[src/rtl/composer_pkg.sv]
// Shared types and constants for the composer note sequencer.
// Holds the transport state encoding and the beat period helper.
package composer_pkg;

    typedef enum logic [1:0] {
        IDLE,
        RECORD,
        PLAY_RD,
        PLAY_HOLD
    } state_t;

    localparam int NOTE_W = 8;
    localparam logic [NOTE_W-1:0] NOTE_REST = '0;

    localparam int DEF_CLK_HZ  = 5_000_000;
    localparam int DEF_BEAT_HZ = 2;

    function automatic int tick_period(input int clk_hz, input int beat_hz);
        return clk_hz / beat_hz;
    endfunction

endpackage

[src/rtl/beat_tick_gen.sv]
// Free-running beat divider: one-cycle tick every TP cycles.
// A synchronous clear restarts the beat so the next tick is TP cycles away.
module beat_tick_gen #(
    parameter int TP = 4
) (
    input  logic i_clk,
    input  logic i_rst_n,
    input  logic i_clr,
    output logic o_tick
);

    localparam int CW = $clog2(TP);
    localparam logic [CW-1:0] LAST = CW'(TP - 1);

    logic [CW-1:0] r_cnt;

    always_ff @(posedge i_clk or negedge i_rst_n) begin
        if (!i_rst_n) begin
            r_cnt <= '0;
        end else if (i_clr || r_cnt == LAST) begin
            r_cnt <= '0;
        end else begin
            r_cnt <= r_cnt + 1'b1;
        end
    end

    assign o_tick = (r_cnt == LAST);

endmodule

[src/rtl/note_seq_ctrl.sv]
// Record/erase/play transport for the single-port note RAM.
// Define LOOP_PLAY_EN to wrap playback at the song end instead of stopping.
module note_seq_ctrl #(
    parameter int CLK_HZ  = composer_pkg::DEF_CLK_HZ,
    parameter int BEAT_HZ = composer_pkg::DEF_BEAT_HZ,
    parameter int DEPTH   = 128,
    parameter int ADDR_W  = 7,
    parameter int NOTE_W  = composer_pkg::NOTE_W
) (
    input  logic              clk_5MHz,
    input  logic              resetn,
    input  logic              rec_req,
    input  logic              erase_req,
    input  logic              play_req,
    input  logic              stop_req,
    input  logic [NOTE_W-1:0] key_in,
    output logic [ADDR_W-1:0] mem_addr,
    output logic              mem_we,
    output logic [NOTE_W-1:0] mem_wdata,
    input  logic [NOTE_W-1:0] mem_rdata,
    output logic [NOTE_W-1:0] note_out,
    output logic [ADDR_W:0]   length,
    output logic              full,
    output logic              busy,
    output logic              play_done
);

    import composer_pkg::*;

    localparam int TP = tick_period(CLK_HZ, BEAT_HZ);
    localparam logic [ADDR_W:0] LEN_MAX  = (ADDR_W+1)'(DEPTH);
    localparam logic [ADDR_W:0] LEN_LAST = (ADDR_W+1)'(DEPTH - 1);
    localparam logic [NOTE_W-1:0] REST = NOTE_W'(NOTE_REST);
`ifdef LOOP_PLAY_EN
    localparam bit LOOP_EN = 1'b1;
`else
    localparam bit LOOP_EN = 1'b0;
`endif

    state_t r_state, w_next;
    logic [ADDR_W:0]   r_len;
    logic [ADDR_W-1:0] r_ptr;
    logic [NOTE_W-1:0] r_note;
    logic              r_done, r_play_q, r_first;

    logic            w_tick, w_clr, w_play_edge, w_exit, w_last;
    logic            w_playing, w_done, w_wr_rec, w_wr_era;
    logic [ADDR_W:0] w_len_dec;

    assign w_play_edge = play_req && !r_play_q;
    assign w_exit      = stop_req || (LOOP_EN && !play_req);
    assign w_last      = ({1'b0, r_ptr} + 1'b1) == r_len;
    assign w_playing   = (r_state == PLAY_RD) || (r_state == PLAY_HOLD);
    assign w_len_dec   = r_len - 1'b1;
    assign w_clr       = (w_next != r_state);
    assign w_done      = (w_playing && w_exit) ||
                         (r_state == PLAY_HOLD && w_tick && w_last && !LOOP_EN);

    beat_tick_gen #(.TP(TP)) u_beat (
        .i_clk   (clk_5MHz),
        .i_rst_n (resetn),
        .i_clr   (w_clr),
        .o_tick  (w_tick)
    );

    always_ff @(posedge clk_5MHz or negedge resetn) begin
        if (!resetn) r_state <= IDLE;
        else         r_state <= w_next;
    end

    always_comb begin
        w_next = r_state;
        unique case (r_state)
            IDLE: begin
                if (stop_req)                         w_next = IDLE;
                else if (w_play_edge && r_len != '0)  w_next = PLAY_RD;
                else if (rec_req && !full)            w_next = RECORD;
            end
            RECORD: begin
                if (!rec_req || stop_req || (w_tick && r_len == LEN_LAST))
                    w_next = IDLE;
            end
            PLAY_RD: w_next = w_exit ? IDLE : PLAY_HOLD;
            PLAY_HOLD: begin
                if (w_exit)      w_next = IDLE;
                else if (w_tick) w_next = (w_last && !LOOP_EN) ? IDLE : PLAY_RD;
            end
            default: w_next = IDLE;
        endcase
    end

    // Erase only wins in IDLE when no higher-priority request is pending.
    always_comb begin
        w_wr_rec  = 1'b0;
        w_wr_era  = 1'b0;
        mem_we    = 1'b0;
        mem_addr  = '0;
        mem_wdata = REST;
        unique case (r_state)
            IDLE: w_wr_era = w_tick && erase_req && r_len != '0 && !stop_req &&
                             !w_play_edge && !(rec_req && !full);
            RECORD:    w_wr_rec = w_tick && rec_req && !stop_req;
            PLAY_RD:   mem_addr = r_ptr;
            PLAY_HOLD: mem_addr = '0;
            default:   mem_addr = '0;
        endcase
        if (w_wr_rec) begin
            mem_we    = 1'b1;
            mem_addr  = r_len[ADDR_W-1:0];
            mem_wdata = key_in;
        end
        if (w_wr_era) begin
            mem_we   = 1'b1;
            mem_addr = w_len_dec[ADDR_W-1:0];
        end
    end

    always_ff @(posedge clk_5MHz or negedge resetn) begin
        if (!resetn) begin
            r_len    <= '0;
            r_ptr    <= '0;
            r_note   <= REST;
            r_done   <= 1'b0;
            r_play_q <= 1'b0;
            r_first  <= 1'b0;
        end else begin
            r_play_q <= play_req;
            r_done   <= w_done;
            r_first  <= (r_state == PLAY_RD);
            if (w_wr_rec)      r_len <= r_len + 1'b1;
            else if (w_wr_era) r_len <= w_len_dec;
            if (r_state == IDLE)
                r_ptr <= '0;
            else if (r_state == PLAY_HOLD && w_tick && !w_exit)
                r_ptr <= w_last ? '0 : r_ptr + 1'b1;
            if (w_done)
                r_note <= REST;
            else if (r_state == PLAY_HOLD && r_first)
                r_note <= mem_rdata;
        end
    end

    assign note_out  = r_note;
    assign length    = r_len;
    assign full      = (r_len == LEN_MAX);
    assign busy      = (r_state != IDLE);
    assign play_done = r_done;

endmodule

[config.mk]
export PLATFORM = sky130hd
export DESIGN_NAME = note_seq_ctrl
export DESIGN_NICKNAME = d
export VERILOG_FILES = /design/src/rtl/composer_pkg.sv /design/src/rtl/beat_tick_gen.sv /design/src/rtl/note_seq_ctrl.sv
export SDC_FILE = /design/constraint.sdc
export NUM_CORES = 1
export LEC_CHECK = 0
export ABC_AREA = 1
export BUFFER_PORTS_ARGS = -buffer_cell sky130_fd_sc_hd__buf_4
export CAP_MARGIN = 10
export CORE_MARGIN = 2
export CORE_UTILIZATION = 48
export DETAILED_ROUTE_END_ITERATION = 10
export PLACE_DENSITY_LB_ADDON = 0.1
export SKIP_LAST_GASP = 1
export SYNTH_ARGS = -nofsm -noshare
export SYNTH_HDL_FRONTEND = slang
export SYNTH_SLANG_ARGS = --single-unit
[constraint.sdc]
create_clock -name clk_5MHz -period 2.1 [get_ports clk_5MHz]
set_input_delay 0.42 -clock clk_5MHz [delete_from_list [all_inputs] [get_ports clk_5MHz]]
set_output_delay 0.42 -clock clk_5MHz [all_outputs]
set_load 0.01 [all_outputs]
==> metrics.md <==
| Metric | Value |
|---|---|
| Num CTS Buffers | `5` |
| Largest net degree at the start of global routing | `51` |
| Root buffer cell | `clkbuf_8` |
| Sequential share of the synthesized area | `37.45%` |
| Area after DPL | `4235 um2` |
| Worst setup EP type | `output pin` |
| Placed cell count | `639` |
| Clk_lat worst skew | `just over 0.3 ns` |
| Crit path max-delay cell type | `dfrtp_1` |
| Via count | `between 3k and 4k` |
| RSZ-0062 raised after global routing | `yes` |
| EDFF count, synth | `0` |
| Finished Cell Area | `4845 um2` |
| Met3 WL | `399 um` |
| TNS Setup | `-7.256 ns` |
| Die Span Y | `just under 90 um` |
| Slew margin rel. | `56.53%` |
| Critical-path cell list | `buf_4, nor2_1, nand3b_1, nor2_1, nand2_2, nor2_4, a22oi_2, a21oi_1, buf_4` |
| Vias in the first global route | `3171` |
| Drt first pass iters | `4` |
| Longest Clk Path Bufs | `2` |
| Global Route Usage Sum | `a little under a quarter` |
| Max-cap violations | `0` |
| Area growth, synth to finish | `45.02%` |
| Post-Syn Area per Cell | `between 7 and 8 um2` |
| Core area | `6756 um2` |
| Ys flop type | `dfrtp_1` |
| Peak supply drop | `0.4290 mV` |
| Metal2 WL | `between 4 and 5 mm` |
| Hold crit path type | `primary input to async pin` |
| Die ar. | `7643 um2` |
| Setup violations, final | `38` |
| # fillers | `between 500 and 600` |
| Skew final | `0.01081 ns` |
| Post-synthesis cell type count | `35` |
| CP max FO | `4` |
| IO buf count | `between 50 and 60` |
| # rows | `30` |
| Max incr delay on CP | `0.39 ns` |
| Final Max Tran Viols | `0` |
| Setup ws final | `-0.3860 ns` |
| Status | `complete, but fails checks` |
| # IOs | `57` |
| Leakage | `2.350 nW` |
| Synth Register Bits | `50` |
| # nets final | `608` |
| Post-Route Utilization | `a little under three quarters` |
| Detailed-route vias per instance | `between 5 and 6` |
| First-pass GRT wire length | `14.35 mm` |
| Pwr Total | `2.527 mW` |
| Violated checks | `negative setup slack` |
| Starting density of the core | `49.44%` |
| Wire length per cell | `13.98 um` |
| Non-filler instance count after layout | `662` |
| Routed Antenna Nets | `0` |
| WL final | `9.256 mm` |
| Chip width | `between 80 and 90 um` |
| Initial antenna violation count | `0` |
| Synth Net Count | `478` |
| CP Launch Type | `flip-flop` |
| Depth of the CTS H-tree | `2` |
| CTS tree | `built` |
| Critical Path RT | `between 1.5 and 2 ns` |
| Dpl hpwl | `6.482 mm` |
| DRT iter0 DRCs | `around 150` |
| Max layer used | `met4` |
| WS Path Type | `flip-flop to output pin` |
| GPL Wtd Cong | `approximately 0.93` |
| Ys async rst share | `100.0%` |
| Synth Cell Area | `3341 um2` |
| Fin. Hold Viols | `0` |
| Clock sinks | `50` |
| Maximum clock frequency | `0.4022 GHz` |
| Post-route clock period utilization | `118.4%` |
| M1 WL | `4.169 mm` |
| P per Cell Area | `521.5 nW/um2` |
| Commonest cells after routing, fill and taps aside | `108 x buf_4, 82 x nand2_1, 56 x inv_1, 50 x dfrtp_1, 47 x nor2_1` |
| Least-Margin Pin Slew | `0.6520 ns` |
| Period minus WS final | `2.486 ns` |
| CTS clk-pin slew, worst paths | `0.10 ns` |
| Post-route DRC | `0` |
| Yosys warns | `0` |
| Commonest non-fill, non-tap cell in the layout | `buf_4` |
| Arr. time, crit path | `2.07 ns` |
| Synthesized instance count | `451` |
| Antenna Diode Count | `0` |
| Layout cells sized above 1 | `38.32%` |
| Hold buffer count at CTS | `0` |
| Grt total ovfl | `0` |
[power by group]
group	internal, mW	switching [mW]	leakage, nW
combinational	0.362	0.503	1.65
sequential	1.03	0.0378	0.656
clock	0.239	0.350	0.0408
total	1.64	0.891	2.35
[cell families after synthesis]
group | Yosys count | synth area share (%)
and+or+nand+nor | 251 | 34.94
buffers and inverters | 72 | 9.476
DFF | 50 | 37.45
AOI/OAI and AO/OA | 38 | 6.779
xor gates and xnor gates | 27 | 7.079
muxes | 8 | 2.397
adders and majority gates | 5 | 1.873
[stage by stage]
| stage | setup WS (ns) | hold WS [ns] |
|---|---|---|
| floorplan | 0.03789 | 0.1244 |
| global placement | -0.05088 | 0.4898 |
| detailed placement | -0.08140 | 0.4901 |
| CTS | -0.3387 | 0.1477 |
| global route | -0.4945 | 0.1855 |
| finish | -0.3860 | 0.1323 |
[sequential cells by signal, indices dropped and copies added (netlist names)]
signal / flops
play_done: 1
u_beat.r_cnt: 22
note_out: 8
r_state: 2
r_first: 1
r_ptr: 7
r_play_q: 1
length: 8
[final timing paths]
| path | start | endpoint | slack [ns] | depth (start not counted) |
|---|---|---|---|---|
| worst max-delay path | u_beat.r_cnt[14]$_DFF_PN0_ | mem_addr[5] | -0.39 | 9 |
| worst min-delay path | resetn | u_beat.r_cnt[16]$_DFF_PN0_ | 0.13 | 1 |
| worst max register to register | u_beat.r_cnt[0]$_DFF_PN0_ | u_beat.r_cnt[7]$_DFF_PN0_ | -0.12 | 17 |
| worst min register to register | note_out[3]$_DFFE_PN0P_ | note_out[3]$_DFFE_PN0P_ | 0.55 | 2 |
| max in group asynchronous | resetn | length[7]$_DFFE_PN0P_ | 1.53 | 1 |
| min in group clk_5MHz | play_req | r_play_q$_DFF_PN0_ | 0.23 | 1 |
[worst max-delay path: cells and delay by family, from the launching register on]
family	cells	cell delay [ns]
simple gates	5	0.83
compound gates	2	0.25
flops	1	0.39
buf+inv	2	0.29
[what timing repair did]
action,4_1_cts,5_1_grt
endpoints found under the setup margin,16,51
gates cloned,0,3
pin swaps,6,20
buffers inserted,4,8
gates resized for setup,30,69
hold endpoints to repair,0,0
[layout make-up]
cell class	instances	area, um2	share of cell area, %
Clock buffer	5	68.82	1.420
Clock inverter	3	23.77	0.4907
Inverter	64	242.7	5.010
Multi-Input combinational cell	332	2101	43.36
Sequential cell	50	1251	25.83
Tap cell	80	100.1	2.066
Timing Repair Buffer	128	1057	21.82
[cell usage after synthesis, types with 3 or more instances]
cell type | number | share of area, %
a21oi_1 | 9 | 1.3
buf_4 | 3 | 0.67
dfrtp_1 | 50 | 37
ha_1 | 5 | 1.9
inv_1 | 60 | 6.7
inv_2 | 4 | 0.45
mux2i_1 | 8 | 2.4
nand2_1 | 91 | 10
nand2_2 | 3 | 0.56
nand3_1 | 36 | 5.4
nand3_2 | 3 | 0.90
nand4_1 | 14 | 2.6
nor2_1 | 62 | 7.0
nor2_2 | 28 | 5.2
nor3_1 | 6 | 0.90
o211ai_1 | 4 | 0.90
o21ai_0 | 16 | 2.4
xnor2_1 | 3 | 0.79
xor2_1 | 24 | 6.3
[metal layers]
| metal | GRT usage (%) | vias up |
|---|---|---|
| met5 | 0 | - |
| met4 | 5.734 | 0 |
| met3 | 3.602 | 15 |
| met2 | 39.39 | 79 |
| met1 | 31.91 | 1593 |
| li1 | - | 1712 |
(Power assumes the default switching activity.)
